<file path="config.mk">
export PLATFORM = sky130hd
export DESIGN_NAME = oreg_publish_sched
export DESIGN_NICKNAME = d
export VERILOG_FILES = /design/src/rtl/oreg_publish_sched.sv
export SDC_FILE = /design/constraint.sdc
export NUM_CORES = 1
export LEC_CHECK = 0
export CAP_MARGIN = 40
export CORE_AREA = 2 2 226 228
export DETAILED_ROUTE_END_ITERATION = 7
export DIE_AREA = 0 0 228 230
export DONT_BUFFER_PORTS = 1
export PLACE_DENSITY = 0.49
export SKIP_LAST_GASP = 1
export SYNTH_ARGS = -nofsm -noshare
export SYNTH_HDL_FRONTEND = slang
export SYNTH_SLANG_ARGS = --single-unit
</file>
<file path="constraint.sdc">
create_clock -name clk -period 3 [get_ports clk]
set_clock_uncertainty 0.1 [all_clocks]
set_input_delay 0.9 -clock clk [delete_from_list [all_inputs] [get_ports clk]]
set_output_delay 0.9 -clock clk [all_outputs]
set_load 0.02 [all_outputs]
</file>
<file path="src/rtl/oreg_publish_sched.sv">
// Two-producer round-robin publisher: each accepted 4-word frame is written one word
// per cycle into its half of the oreg bank, then the producer's frame counter is bumped.
module oreg_publish_sched #(
  parameter int COUNT_W = 32,
  parameter int WORD_W  = 32
) (
  input  logic                  clk,
  input  logic                  rst_ni,
  input  logic                  hold_i,
  input  logic                  pos_valid_i,
  output logic                  pos_ready_o,
  input  logic [4*WORD_W-1:0]   pos_data_i,
  input  logic                  opd_valid_i,
  output logic                  opd_ready_o,
  input  logic [4*WORD_W-1:0]   opd_data_i,
  output logic                  busy_o,
  output logic [WORD_W-1:0]     oreg1,
  output logic [WORD_W-1:0]     oreg2,
  output logic [WORD_W-1:0]     oreg3,
  output logic [WORD_W-1:0]     oreg4,
  output logic [WORD_W-1:0]     oreg5,
  output logic [WORD_W-1:0]     oreg6,
  output logic [WORD_W-1:0]     oreg7,
  output logic [WORD_W-1:0]     oreg8,
  output logic [COUNT_W-1:0]    oreg_count_pos,
  output logic [COUNT_W-1:0]    oreg_count_opd,
  output logic [1:0]            dbg_state_o
);

  // Handshake: a frame transfers on a rising edge where valid && ready; producers keep
  // valid and data stable until then, and at most one ready is high in any cycle.
  typedef enum logic [1:0] {
    S_IDLE   = 2'd0,
    S_WRITE  = 2'd1,
    S_COMMIT = 2'd2
  } state_t;

  state_t                r_state;
  state_t                w_state_nxt;
  logic [1:0]            r_beat;
  logic                  r_gnt;   // 1 = OPD frame in the buffer
  logic                  r_last;  // 1 = OPD was granted most recently
  logic [4*WORD_W-1:0]   r_buf;
  logic [WORD_W-1:0]     r_oreg [8];
  logic [COUNT_W-1:0]    r_cnt_pos;
  logic [COUNT_W-1:0]    r_cnt_opd;
  logic                  w_pos_rdy;
  logic                  w_opd_rdy;
  logic [WORD_W-1:0]     w_words [4];

  localparam logic [COUNT_W-1:0] CNT_ONE = {{(COUNT_W-1){1'b0}}, 1'b1};

  for (genvar k = 0; k < 4; k++) begin : g_words
    assign w_words[k] = r_buf[k*WORD_W +: WORD_W];
  end

  always_ff @(posedge clk or negedge rst_ni) begin
    if (!rst_ni) begin
      r_state <= S_IDLE;
    end else begin
      r_state <= w_state_nxt;
    end
  end

  // Readies are gated by rst_ni so nothing is offered while reset is held.
  always_comb begin
    w_state_nxt = r_state;
    w_pos_rdy   = 1'b0;
    w_opd_rdy   = 1'b0;
    case (r_state)
      S_IDLE: begin
        if (rst_ni && !hold_i) begin
          if (pos_valid_i && opd_valid_i) begin
            w_pos_rdy = r_last;
            w_opd_rdy = !r_last;
          end else begin
            w_pos_rdy = pos_valid_i;
            w_opd_rdy = opd_valid_i;
          end
          if (w_pos_rdy || w_opd_rdy) w_state_nxt = S_WRITE;
        end
      end
      S_WRITE:  if (r_beat == 2'd3) w_state_nxt = S_COMMIT;
      S_COMMIT: w_state_nxt = S_IDLE;
      default:  w_state_nxt = S_IDLE;
    endcase
  end

  always_ff @(posedge clk or negedge rst_ni) begin
    if (!rst_ni) begin
      r_beat    <= 2'd0;
      r_gnt     <= 1'b0;
      r_last    <= 1'b1;
      r_buf     <= '0;
      r_cnt_pos <= '0;
      r_cnt_opd <= '0;
      for (int i = 0; i < 8; i++) r_oreg[i] <= '0;
    end else begin
      case (r_state)
        S_IDLE: begin
          if (w_pos_rdy || w_opd_rdy) begin
            r_buf  <= w_pos_rdy ? pos_data_i : opd_data_i;
            r_gnt  <= w_opd_rdy;
            r_last <= w_opd_rdy;
            r_beat <= 2'd0;
          end
        end
        S_WRITE: begin
          r_oreg[{r_gnt, r_beat}] <= w_words[r_beat];
          r_beat                  <= r_beat + 2'd1;
        end
        S_COMMIT: begin
          if (r_gnt) r_cnt_opd <= r_cnt_opd + CNT_ONE;
          else       r_cnt_pos <= r_cnt_pos + CNT_ONE;
        end
        default: ;
      endcase
    end
  end

  assign pos_ready_o    = w_pos_rdy;
  assign opd_ready_o    = w_opd_rdy;
  assign busy_o         = (r_state != S_IDLE);
  assign dbg_state_o    = r_state;
  assign oreg1          = r_oreg[0];
  assign oreg2          = r_oreg[1];
  assign oreg3          = r_oreg[2];
  assign oreg4          = r_oreg[3];
  assign oreg5          = r_oreg[4];
  assign oreg6          = r_oreg[5];
  assign oreg7          = r_oreg[6];
  assign oreg8          = r_oreg[7];
  assign oreg_count_pos = r_cnt_pos;
  assign oreg_count_opd = r_cnt_opd;

endmodule
</file>
=== After elaboration in Yosys (flattened, before gate mapping) ===
Index checks and enable logic that the tools add are counted.

* Register bits: 454
* Output and inout port bits: 325
* Logic and storage cells: 69

* $add $sub $neg: 3
* Order comparisons: 3
* Equality and inequality tests: 7
* Multiplexer cells: 23
* Bitwise logic cells: 3
* Reduce and logical (&&, ||, !) cells: 15

{| class="wikitable"
|+ Operators by type and width
! cell !! number
|-
| $bwmux W256 || 1
|-
| $mux W128 || 1
|-
| $demux W32 S3 || 1
|-
| $mux W32 || 3
|-
| $add A32 B1 Y32 const B || 2
|-
| $bmux W32 S2 || 1
|-
| $mux W1 || 10
|-
| $mux W2 || 4
|-
| $ne A2 B2 Y1 const B || 4
|-
| $pmux W2 S2 || 2
|-
| $reduce_and A2 Y1 || 4
|-
| $eq A2 B2 Y1 const B || 2
|-
| $ge A4 B4 Y1 const B || 1
|-
| $lt A4 B1 Y1 const B || 1
|-
| $not A3 Y4 || 1
|-
| $reduce_bool A2 Y1 || 2
|-
| $ge A3 B3 Y1 const B || 1
|-
| $logic_and A1 B1 Y1 || 3
|-
| $not A2 Y3 || 1
|-
| $reduce_and A3 Y1 || 1
|-
| $add A2 B1 Y2 const B || 1
|-
| $eq A2 B1 Y1 const B || 1
|-
| $logic_not A1 Y1 || 2
|-
| $logic_not A2 Y1 || 1
|-
| 2 further kinds || 3
|}

=== Longest topological paths before layout ===
Gate-level depths: netlist of run 1.

* Word-level depth: 9
* Gate-level depth with buffers: 8
* Depth with buffers taken out: 6

=== Least setup slack after synthesis of run 1 ===
OpenSTA, ideal clock, no wires.

* Path kind: input-to-output
* Start: input hold_i
* End: output pos_ready_o
* Arrival: 1.741 ns
* Data required time: 2.000 ns
* Slack: 0.259 ns
* Cell stages on the path: 4
* Path buffers: 1
* Cells stage by stage: nor4b_2 > nand2b_1 > inv_2 > clkbuf_1

* Word-level cells in the longest chain between the ends: 4

{| class="wikitable"
|+ RTL lines
! what !! line !! RTL
|-
| from (decl) || 9 || <nowiki>input logic hold_i,</nowiki>
|-
| $logic_not A1 Y1 || 72 || <nowiki>if (rst_ni && !hold_i) begin</nowiki>
|-
| $logic_and A1 B1 Y1 || 72 ||
|-
| $mux W1 || 72 ||
|-
| $mux W1 || 70 || <nowiki>case (r_state)</nowiki>
|-
| to (decl) || 11 || <nowiki>output logic pos_ready_o,</nowiki>
|}

No other way between the ends.

=== Worst setup path after layout of run 1 ===
* Start: input rst_ni
* End: output opd_ready_o

* Word-level cells in the longest chain between the ends: 3

{| class="wikitable"
|+ RTL lines
! what !! line !! RTL
|-
| from (decl) || 8 || <nowiki>input logic rst_ni,</nowiki>
|-
| $logic_and A1 B1 Y1 || 72 ||
|-
| $mux W1 || 72 ||
|-
| $mux W1 || 70 ||
|-
| to (decl) || 14 || <nowiki>output logic opd_ready_o,</nowiki>
|}

No other way between the ends.

==> results of run 1 <==
logic make-up (layout without fill, tap and decap cells):
logic type	count (synthesis)	count (layout)
xor+xnor	62	62
simple gates	283	283
other cells	0	6
flops	454	454
mux	290	290
compound gates	262	262
fa+ha+maj	3	3
buf+inv	101	138
state kept, by name (all words and copies together) (netlist names):
signal,flops
oreg7,32
dbg_state_o,2
oreg6,32
r_buf,128
r_last,1
oreg_count_opd,32
oreg5,32
oreg2,32
oreg1,32
oreg_count_pos,32
oreg4,32
r_beat,2
oreg3,32
r_gnt,1
oreg8,32
cell usage after synthesis, types with 3 or more instances:
library cell	n
sky130_fd_sc_hd__and2_1	3
sky130_fd_sc_hd__mux2_2	249
sky130_fd_sc_hd__mux4_2	32
sky130_fd_sc_hd__and4_1	10
sky130_fd_sc_hd__xor2_1	34
sky130_fd_sc_hd__xnor2_1	28
sky130_fd_sc_hd__and4b_1	4
sky130_fd_sc_hd__nor3_1	14
sky130_fd_sc_hd__dfrtp_1	453
sky130_fd_sc_hd__nand2_1	158
sky130_fd_sc_hd__o21ai_1	22
sky130_fd_sc_hd__nor2_1	10
sky130_fd_sc_hd__and3_1	12
sky130_fd_sc_hd__mux2_1	9
sky130_fd_sc_hd__nand3_1	22
sky130_fd_sc_hd__inv_1	7
sky130_fd_sc_hd__buf_4	3
sky130_fd_sc_hd__ha_1	3
sky130_fd_sc_hd__nand4_1	18
sky130_fd_sc_hd__clkbuf_1	34
sky130_fd_sc_hd__o22ai_1	128
sky130_fd_sc_hd__buf_6	3
sky130_fd_sc_hd__nor4_1	8
sky130_fd_sc_hd__nor3b_4	3
sky130_fd_sc_hd__nand3b_1	3
sky130_fd_sc_hd__o21ai_0	110
sky130_fd_sc_hd__buf_2	51
routing by layer:
layer	vias up	GRT usage [%]	part of all wire [%]
met2	384	37.37	50
met3	73	5.208	5.7
met5	-	0	0
met4	0	5.923	2.4
li1	5309	-	-
met1	6185	27.77	42
path summary, 6_finish.rpt:
kind / from / end / slack, ns
max: rst_ni / opd_ready_o / -0.23
min: rst_ni / oreg7[2]$_DFFE_PN0P_ / -0.09
max reg2reg: r_gnt$_DFFE_PN0P_ / oreg_count_opd[27]$_DFFE_PN0P_ / 0.68
min reg2reg: r_buf[34]$_DFFE_PN0P_ / r_buf[34]$_DFFE_PN0P_ / 0.37
max in group asynchronous: rst_ni / oreg2[19]$_DFFE_PN0P_ / 1.76
min in group clk: r_buf[34]$_DFFE_PN0P_ / r_buf[34]$_DFFE_PN0P_ / 0.37
cell type report:
class / instances / share of cell area (%)
multi-input cells: 900 / 33.39
inverters: 8 / 0.1511
diodes: 6 / 0.06975
flip-flops and latches: 454 / 52.80
clock buffers: 75 / 6.858
well taps: 672 / 3.906
repair buffers: 38 / 1.883
clock inverters: 17 / 0.9416
power by group:
group	internal [mW]	switching, mW	leakage [nW]
clock network	3.75	2.51	0.834
registers	8.51	4.01	5.87
logic	2.85	3.03	3.05
per-stage QoR:
stage                     cell area, um^2  total power, mW  TNS (ns)  cells
final                               21530            24.66   -0.4427   2170
after detailed placement            19830            18.67         0   2072
after global placement              19810            18.47         0   2071
after CTS                           21510            25.02         0   2164
after floorplan                     18980            15.99         0   1455
after global routing                21530            25.98         0   2170
==> metrics.json, run 1 <==
{
  "kind_of_start_point_of_the_critical_path": {"value": "primary input"},
  "crit_fanout": {"value": 455},
  "globalRoute.totalOverflow": {"value": 0},
  "worstPathCellList": {"value": "nor4b_2 -> and3_1"},
  "floorplan.initialDensity": {"value": 38.07, "unit": "%"},
  "remaining_number_of_nets_flagged_by_the_antenna_check_after_routing": {"value": 0},
  "crit_path_end_kind": {"value": "output port"},
  "final.hold.worst_slack": {"value": -0.08978, "unit": "ns"},
  "drt_pass1_iterations": {"value": 5},
  "wl": {"value": 58.31, "unit": "mm"},
  "maxClockFrequency": {"value": 0.3096, "unit": "GHz"},
  "yosys_warnings": {"value": 0},
  "synth_fa_ha_area_share": {"value": 0.1977, "unit": "%"},
  "critical-path-top-delay-family": {"value": "simple AND/OR/NAND/NOR gates"},
  "flow.area_growth_from_synthesis": {"value": 13.39, "unit": "%"},
  "place_congestion": {"value": 0.9105},
  "final.period_utilization": {"value": 107.7, "unit": "%"},
  "clock_insertion_delay_worst_skew": {"value": 0.58, "unit": "ns"},
  "grt_start_max_net_pins": {"value": 456},
  "vias": {"value": 11951},
  "post-route-drc-count": {"value": 0},
  "final_util": {"value": 43.17, "unit": "%"},
  "cp_data_required_time": {"value": 2.00, "unit": "ns"},
  "synth-compound-area-share": {"value": 7.777, "unit": "%"},
  "post_cts_buffers": {"value": 0},
  "grt_setup_unrepaired": {"value": "false"},
  "cp_num_buf_inv": {"value": 0},
  "synth-seq-area-share": {"value": 59.85, "unit": "%"},
  "grt_pass1_vias": {"value": 12064},
  "rows": {"value": 82},
  "failing_checks": {"value": "negative hold slack, negative setup slack"},
  "layout-drive-gt1-share": {"value": 28.22, "unit": "%"},
  "antenna_violations_before_repair": {"value": 6},
  "power.leakage": {"value": 9.751, "unit": "nW"},
  "final_max_slew_viol_count": {"value": 0},
  "synth_edf_count": {"value": 0},
  "timing_worst_slew_pin_value": {"value": 1.382, "unit": "ns"},
  "first_pass_grt_wire_length": {"value": 84.94, "unit": "mm"},
  "synth_simple_gate_area_share": {"value": 7.704, "unit": "%"},
  "synth_top_cell_by_area": {"value": "sky130_fd_sc_hd__dfrtp_1"},
  "total_i_o_pin_count": {"value": 586},
  "place.detailed.hpwl": {"value": 41.12, "unit": "mm"},
  "h-tree-depth": {"value": 2},
  "crit_slowest_cell": {"value": "sky130_fd_sc_hd__nor4b_2"},
  "synth-async-reset-ratio": {"value": 100.0, "unit": "%"},
  "final.min_clock_period": {"value": 3.230, "unit": "ns"},
  "reg2regPathDepth": {"value": 4},
  "cp.arrival": {"value": 2.23, "unit": "ns"},
  "synth.ff_latch_count": {"value": 454},
  "synth.area.mux_share": {"value": 19.10, "unit": "%"},
  "chipHeight": {"value": 230, "unit": "um"},
  "groute.usage.overall": {"value": 21.84, "unit": "%"},
  "drv_cap": {"value": 0},
  "synthDistinctLibCells": {"value": 45},
  "die_x": {"value": 228, "unit": "um"},
  "clk_path_buf_depth": {"value": 3},
  "power.density_cell_area": {"value": 1146, "unit": "nW/um^2"},
  "netlist.area_leader.share": {"value": 59.71, "unit": "%"},
  "tritoncts": {"value": "yes"},
  "number_of_cells_produced_by_synthesis": {"value": 1455},
  "fill_cells": {"value": 4684},
  "layout_commonest_cell": {"value": "sky130_fd_sc_hd__dfrtp_1"},
  "worst_stage_delay_on_the_critical_path": {"value": 0.43, "unit": "ns"},
  "share_of_the_synthesized_netlist_area_taken_by_xor_and_xnor_gates": {"value": 2.860, "unit": "%"},
  "synthesis.nets": {"value": 1719},
  "relSlewSlack": {"value": 7.834, "unit": "%"},
  "timing_worst_setup_path_type": {"value": "primary input to output port"},
  "syn-mean-instance-area": {"value": 13.05, "unit": "um^2"},
  "netlist_top_cells_area": {"value": "sky130_fd_sc_hd__dfrtp_1 (60%), sky130_fd_sc_hd__mux2_2 (15%), sky130_fd_sc_hd__o22ai_1 (4.2%), sky130_fd_sc_hd__mux4_2 (3.8%), sky130_fd_sc_hd__nand2_1 (3.1%)"},
  "floorplan.die_area": {"value": 52440, "unit": "um^2"},
  "finalWorstSetupSlack": {"value": -0.2298, "unit": "ns"},
  "wl_per_cell": {"value": 26.87, "unit": "um"},
  "mostFrequentLayoutCells": {"value": "sky130_fd_sc_hd__dfrtp_1 (451), sky130_fd_sc_hd__mux2_2 (249), sky130_fd_sc_hd__nand2_1 (157)"},
  "synthesized_area": {"value": 18980, "unit": "um^2"},
  "place.port_buffers": {"value": 0},
  "detailedPlace.worstSlack": {"value": 0.3242, "unit": "ns"},
  "synth_flop_cell": {"value": "sky130_fd_sc_hd__dfrtp_1"},
  "sequential_cell_area": {"value": 11370, "unit": "um^2"},
  "worstHoldPathType": {"value": "primary input to async pin"},
  "post_cts.resized_instances": {"value": 0},
  "coreArea": {"value": 49860, "unit": "um^2"},
  "setup_viol_count_final": {"value": 2},
  "combinational_family_with_the_most_area_after_synthesis": {"value": "multiplexers"},
  "ir_worst_vdd": {"value": 0.5433, "unit": "mV"},
  "cts_root_buffer": {"value": "sky130_fd_sc_hd__clkbuf_16"},
  "cts-buffers-inserted": {"value": 50},
  "via_per_inst": {"value": 5.507},
  "status": {"value": "finished, violations left"},
  "multiInputGateArea": {"value": 7187, "unit": "um^2"},
  "clk_pin_slew_worst_paths": {"value": 0.06, "unit": "ns"},
  "nets": {"value": 1716},
  "critical_path_cell_count": {"value": 2},
  "total_clock_sinks": {"value": 454},
  "detail_route.iter0.violations": {"value": 795},
  "report.final.hold_viol_count": {"value": 33}
}
Power figures use the tool's default switching activity.
==> inputs of run 2 (changes only) <==
--- a/config.mk
+++ b/config.mk
@@ -6,9 +6,9 @@
 export NUM_CORES = 1
 export LEC_CHECK = 0
 export CAP_MARGIN = 40
-export CORE_AREA = 2 2 226 228
+export CORE_AREA = 2 2 227 229
 export DETAILED_ROUTE_END_ITERATION = 7
-export DIE_AREA = 0 0 228 230
+export DIE_AREA = 0 0 229 231
 export DONT_BUFFER_PORTS = 1
 export PLACE_DENSITY = 0.49
 export SKIP_LAST_GASP = 1
==> metrics.json, run 2 (synthesis gave the netlist of run 1 again) <==
{
  "coreArea": {"value": 50680, "unit": "um^2", "change": "+1.6%"},
  "maxClockFrequency": {"value": 0.3252, "unit": "GHz", "change": "+5.0%"},
  "flow.area_growth_from_synthesis": {"value": 13.15, "unit": "%"},
  "first_pass_grt_wire_length": {"value": 86.45, "unit": "mm", "change": "+1.8%"},
  "vias": {"value": 11980, "change": "+0.24%"},
  "globalRoute.totalOverflow": {"value": 0, "change": "unchanged"},
  "total_i_o_pin_count": {"value": 586, "change": "unchanged"},
  "remaining_number_of_nets_flagged_by_the_antenna_check_after_routing": {"value": 0, "change": "unchanged"},
  "layout_commonest_cell": {"value": "sky130_fd_sc_hd__dfrtp_1"},
  "cts_root_buffer": {"value": "sky130_fd_sc_hd__clkbuf_16"},
  "clk_path_buf_depth": {"value": 3, "change": "unchanged"},
  "timing_worst_slew_pin_value": {"value": 0.8092, "unit": "ns", "change": "-0.5733 ns"},
  "setup_viol_count_final": {"value": 2, "change": "unchanged"},
  "floorplan.die_area": {"value": 52900, "unit": "um^2", "change": "+0.88%"},
  "final.hold.worst_slack": {"value": -0.08043, "unit": "ns", "change": "+0.009348 ns"},
  "wl_per_cell": {"value": 27.36, "unit": "um", "change": "+1.8%"},
  "clk_pin_slew_worst_paths": {"value": 0.05, "unit": "ns", "change": "about the same"},
  "final.min_clock_period": {"value": 3.075, "unit": "ns", "change": "-0.1550 ns"},
  "groute.usage.overall": {"value": 22.14, "unit": "%", "change": "+0.30 points"},
  "place.detailed.hpwl": {"value": 41.74, "unit": "mm", "change": "+1.5%"},
  "crit_slowest_cell": {"value": "sky130_fd_sc_hd__nor4b_4"},
  "post_cts_buffers": {"value": 0, "change": "unchanged"},
  "timing_worst_setup_path_type": {"value": "primary input to output port"},
  "floorplan.initialDensity": {"value": 37.46, "unit": "%", "change": "-0.61 points"},
  "numPlacedInstances": {"value": 2075, "change": "+0.14%"},
  "worstPathCellList": {"value": "nor4b_4 -> nand2b_1 -> inv_4"},
  "largest_register_ff_count": {"value": 128, "change": "unchanged"},
  "cp.arrival": {"value": 2.07, "unit": "ns", "change": "-0.16 ns"},
  "drt_pass1_iterations": {"value": 5, "change": "unchanged"},
  "relSlewSlack": {"value": 46.05, "unit": "%", "change": "+38 points"},
  "cp_num_buf_inv": {"value": 1, "change": "+1"},
  "report.final.hold_viol_count": {"value": 65, "change": "+97%"},
  "multiInputGateArea": {"value": 7196, "unit": "um^2", "change": "+0.12%"},
  "detail_route.iter0.violations": {"value": 660, "change": "-17%"},
  "place.port_buffers": {"value": 0, "change": "unchanged"},
  "kind_of_start_point_of_the_critical_path": {"value": "primary input"},
  "critical-path-top-delay-family": {"value": "simple AND/OR/NAND/NOR gates"},
  "cp_data_required_time": {"value": 2.00, "unit": "ns", "change": "about the same"},
  "power.leakage": {"value": 9.702, "unit": "nW", "change": "-0.50%"},
  "clock_insertion_delay_worst_skew": {"value": 0.58, "unit": "ns", "change": "about the same"},
  "rows": {"value": 83, "change": "+1.2%"},
  "wl": {"value": 59.59, "unit": "mm", "change": "+2.2%"},
  "worst_stage_delay_on_the_critical_path": {"value": 0.42, "unit": "ns", "change": "about the same"},
  "grt_pass1_vias": {"value": 12283, "change": "+1.8%"},
  "total_clock_sinks": {"value": 454, "change": "unchanged"},
  "finish.cell_count_without_fillers": {"value": 2178, "change": "+0.37%"},
  "via_per_inst": {"value": 5.500, "change": "-0.13%"},
  "place_congestion": {"value": 0.9780, "change": "+7.4%"},
  "grt_start_max_net_pins": {"value": 456, "change": "unchanged"},
  "post-route-drc-count": {"value": 0, "change": "unchanged"},
  "timing.setup.tns": {"value": -0.1229, "unit": "ns", "change": "+0.3198 ns"},
  "layout-drive-gt1-share": {"value": 27.73, "unit": "%", "change": "-0.49 points"},
  "crit_path_end_kind": {"value": "output port"},
  "sequential_cell_area": {"value": 11370, "unit": "um^2", "change": "unchanged"},
  "mostFrequentLayoutCells": {"value": "sky130_fd_sc_hd__dfrtp_1 (451), sky130_fd_sc_hd__mux2_2 (249), sky130_fd_sc_hd__nand2_1 (157)"},
  "status": {"value": "finished, violations left"},
  "cts-buffers-inserted": {"value": 51, "change": "+2.0%"},
  "power.density_cell_area": {"value": 1139, "unit": "nW/um^2", "change": "-0.55%"},
  "finalWorstSetupSlack": {"value": -0.07479, "unit": "ns", "change": "+0.1550 ns"},
  "fill_cells": {"value": 4828, "change": "+3.1%"},
  "failing_checks": {"value": "negative hold slack, negative setup slack"},
  "final.period_utilization": {"value": 102.5, "unit": "%", "change": "-5.2 points"},
  "tritoncts": {"value": "yes"},
  "nets": {"value": 1712, "change": "-0.23%"},
  "worstHoldPathType": {"value": "primary input to async pin"},
  "chipHeight": {"value": 231, "unit": "um", "change": "+0.43%"},
  "largest_register": {"value": "r_buf"},
  "die_x": {"value": 229, "unit": "um", "change": "+0.44%"},
  "grt_setup_unrepaired": {"value": "true"},
  "ir_worst_vdd": {"value": 0.5797, "unit": "mV", "change": "+6.7%"},
  "final_max_slew_viol_count": {"value": 0, "change": "unchanged"},
  "drv_cap": {"value": 0, "change": "unchanged"},
  "crit_fanout": {"value": 455, "change": "unchanged"},
  "antenna_violations_before_repair": {"value": 14, "change": "+8"},
  "h-tree-depth": {"value": 2, "change": "unchanged"}
}
## run 2: report_power, final
group	leakage [nW]	total, mW	switching, mW	internal (mW)
combinational	3.03	5.86	3.02	2.84
sequential	5.87	12.5	3.98	8.52
clock	0.806	6.12	2.49	3.63
total	9.70	24.5	9.49	15.0
## run 2: final cells by class
| cell class | count | area share, % |
|---|---|---|
| antenna | 12 | 0.1398 |
| clock buffer | 79 | 7.042 |
| clock inverter | 12 | 0.6116 |
| inverter | 8 | 0.1514 |
| multi-input combinational | 900 | 33.50 |
| sequential | 454 | 52.92 |
| tap | 680 | 3.961 |
| timing repair buffer | 33 | 1.678 |
## run 2: worst register-to-register path, delay by kind of cell (launching register included)
family | cells | cell delay [ns]
flops | 1 | 0.51
buf+inv | 2 | 0.72
mux | 1 | 0.41
simple gates | 3 | 0.60
## run 2: repair_timing
item                                    CTS  global route
endpoints found under the hold margin   453           453
gates resized for setup                   1             0
endpoints found under the setup margin    2             1
## run 2: stage by stage
stage | cell area [um^2] | total power, mW | hold slack (ns) | utilization, % | setup WS [ns]
after floorplan | 18980 | 15.99 | 0.3446 | - | 0.2586
after global placement | 19800 | 18.41 | 0.3581 | 39.07 | 0.2109
after detailed placement | 19800 | 18.59 | 0.3679 | 39.07 | 0.05514
after CTS | 21450 | 24.81 | -0.1233 | 42.33 | 0.02653
after global routing | 21480 | 25.84 | -0.1156 | 42.39 | -0.01568
final | 21480 | 24.47 | -0.08043 | 42.39 | -0.07479
## run 2: final timing paths
path / slack (ns) / depth (start not counted) / end / from
setup reg to reg: 0.55 / 6 / oreg5[0]$_DFFE_PN0P_ / dbg_state_o[1]$_DFFE_PN0P_
min in group clk: 0.37 / 2 / r_buf[86]$_DFFE_PN0P_ / r_buf[86]$_DFFE_PN0P_
hold / removal: -0.08 / 0 / oreg6[2]$_DFFE_PN0P_ / rst_ni
max in group asynchronous: 2.20 / 0 / oreg4[16]$_DFFE_PN0P_ / rst_ni
hold reg to reg: 0.37 / 2 / r_buf[86]$_DFFE_PN0P_ / r_buf[86]$_DFFE_PN0P_
setup / recovery: -0.07 / 3 / pos_ready_o / rst_ni
## run 2: per-layer routing
metal | vias to the layer above | GRT usage [%] | share of wire, %
met5 | - | 0 | 0
met4 | 0 | 7.610 | 2.9
met3 | 89 | 5.571 | 6.2
met2 | 419 | 36.99 | 50
met1 | 6189 | 28.04 | 41
li1 | 5283 | - | -
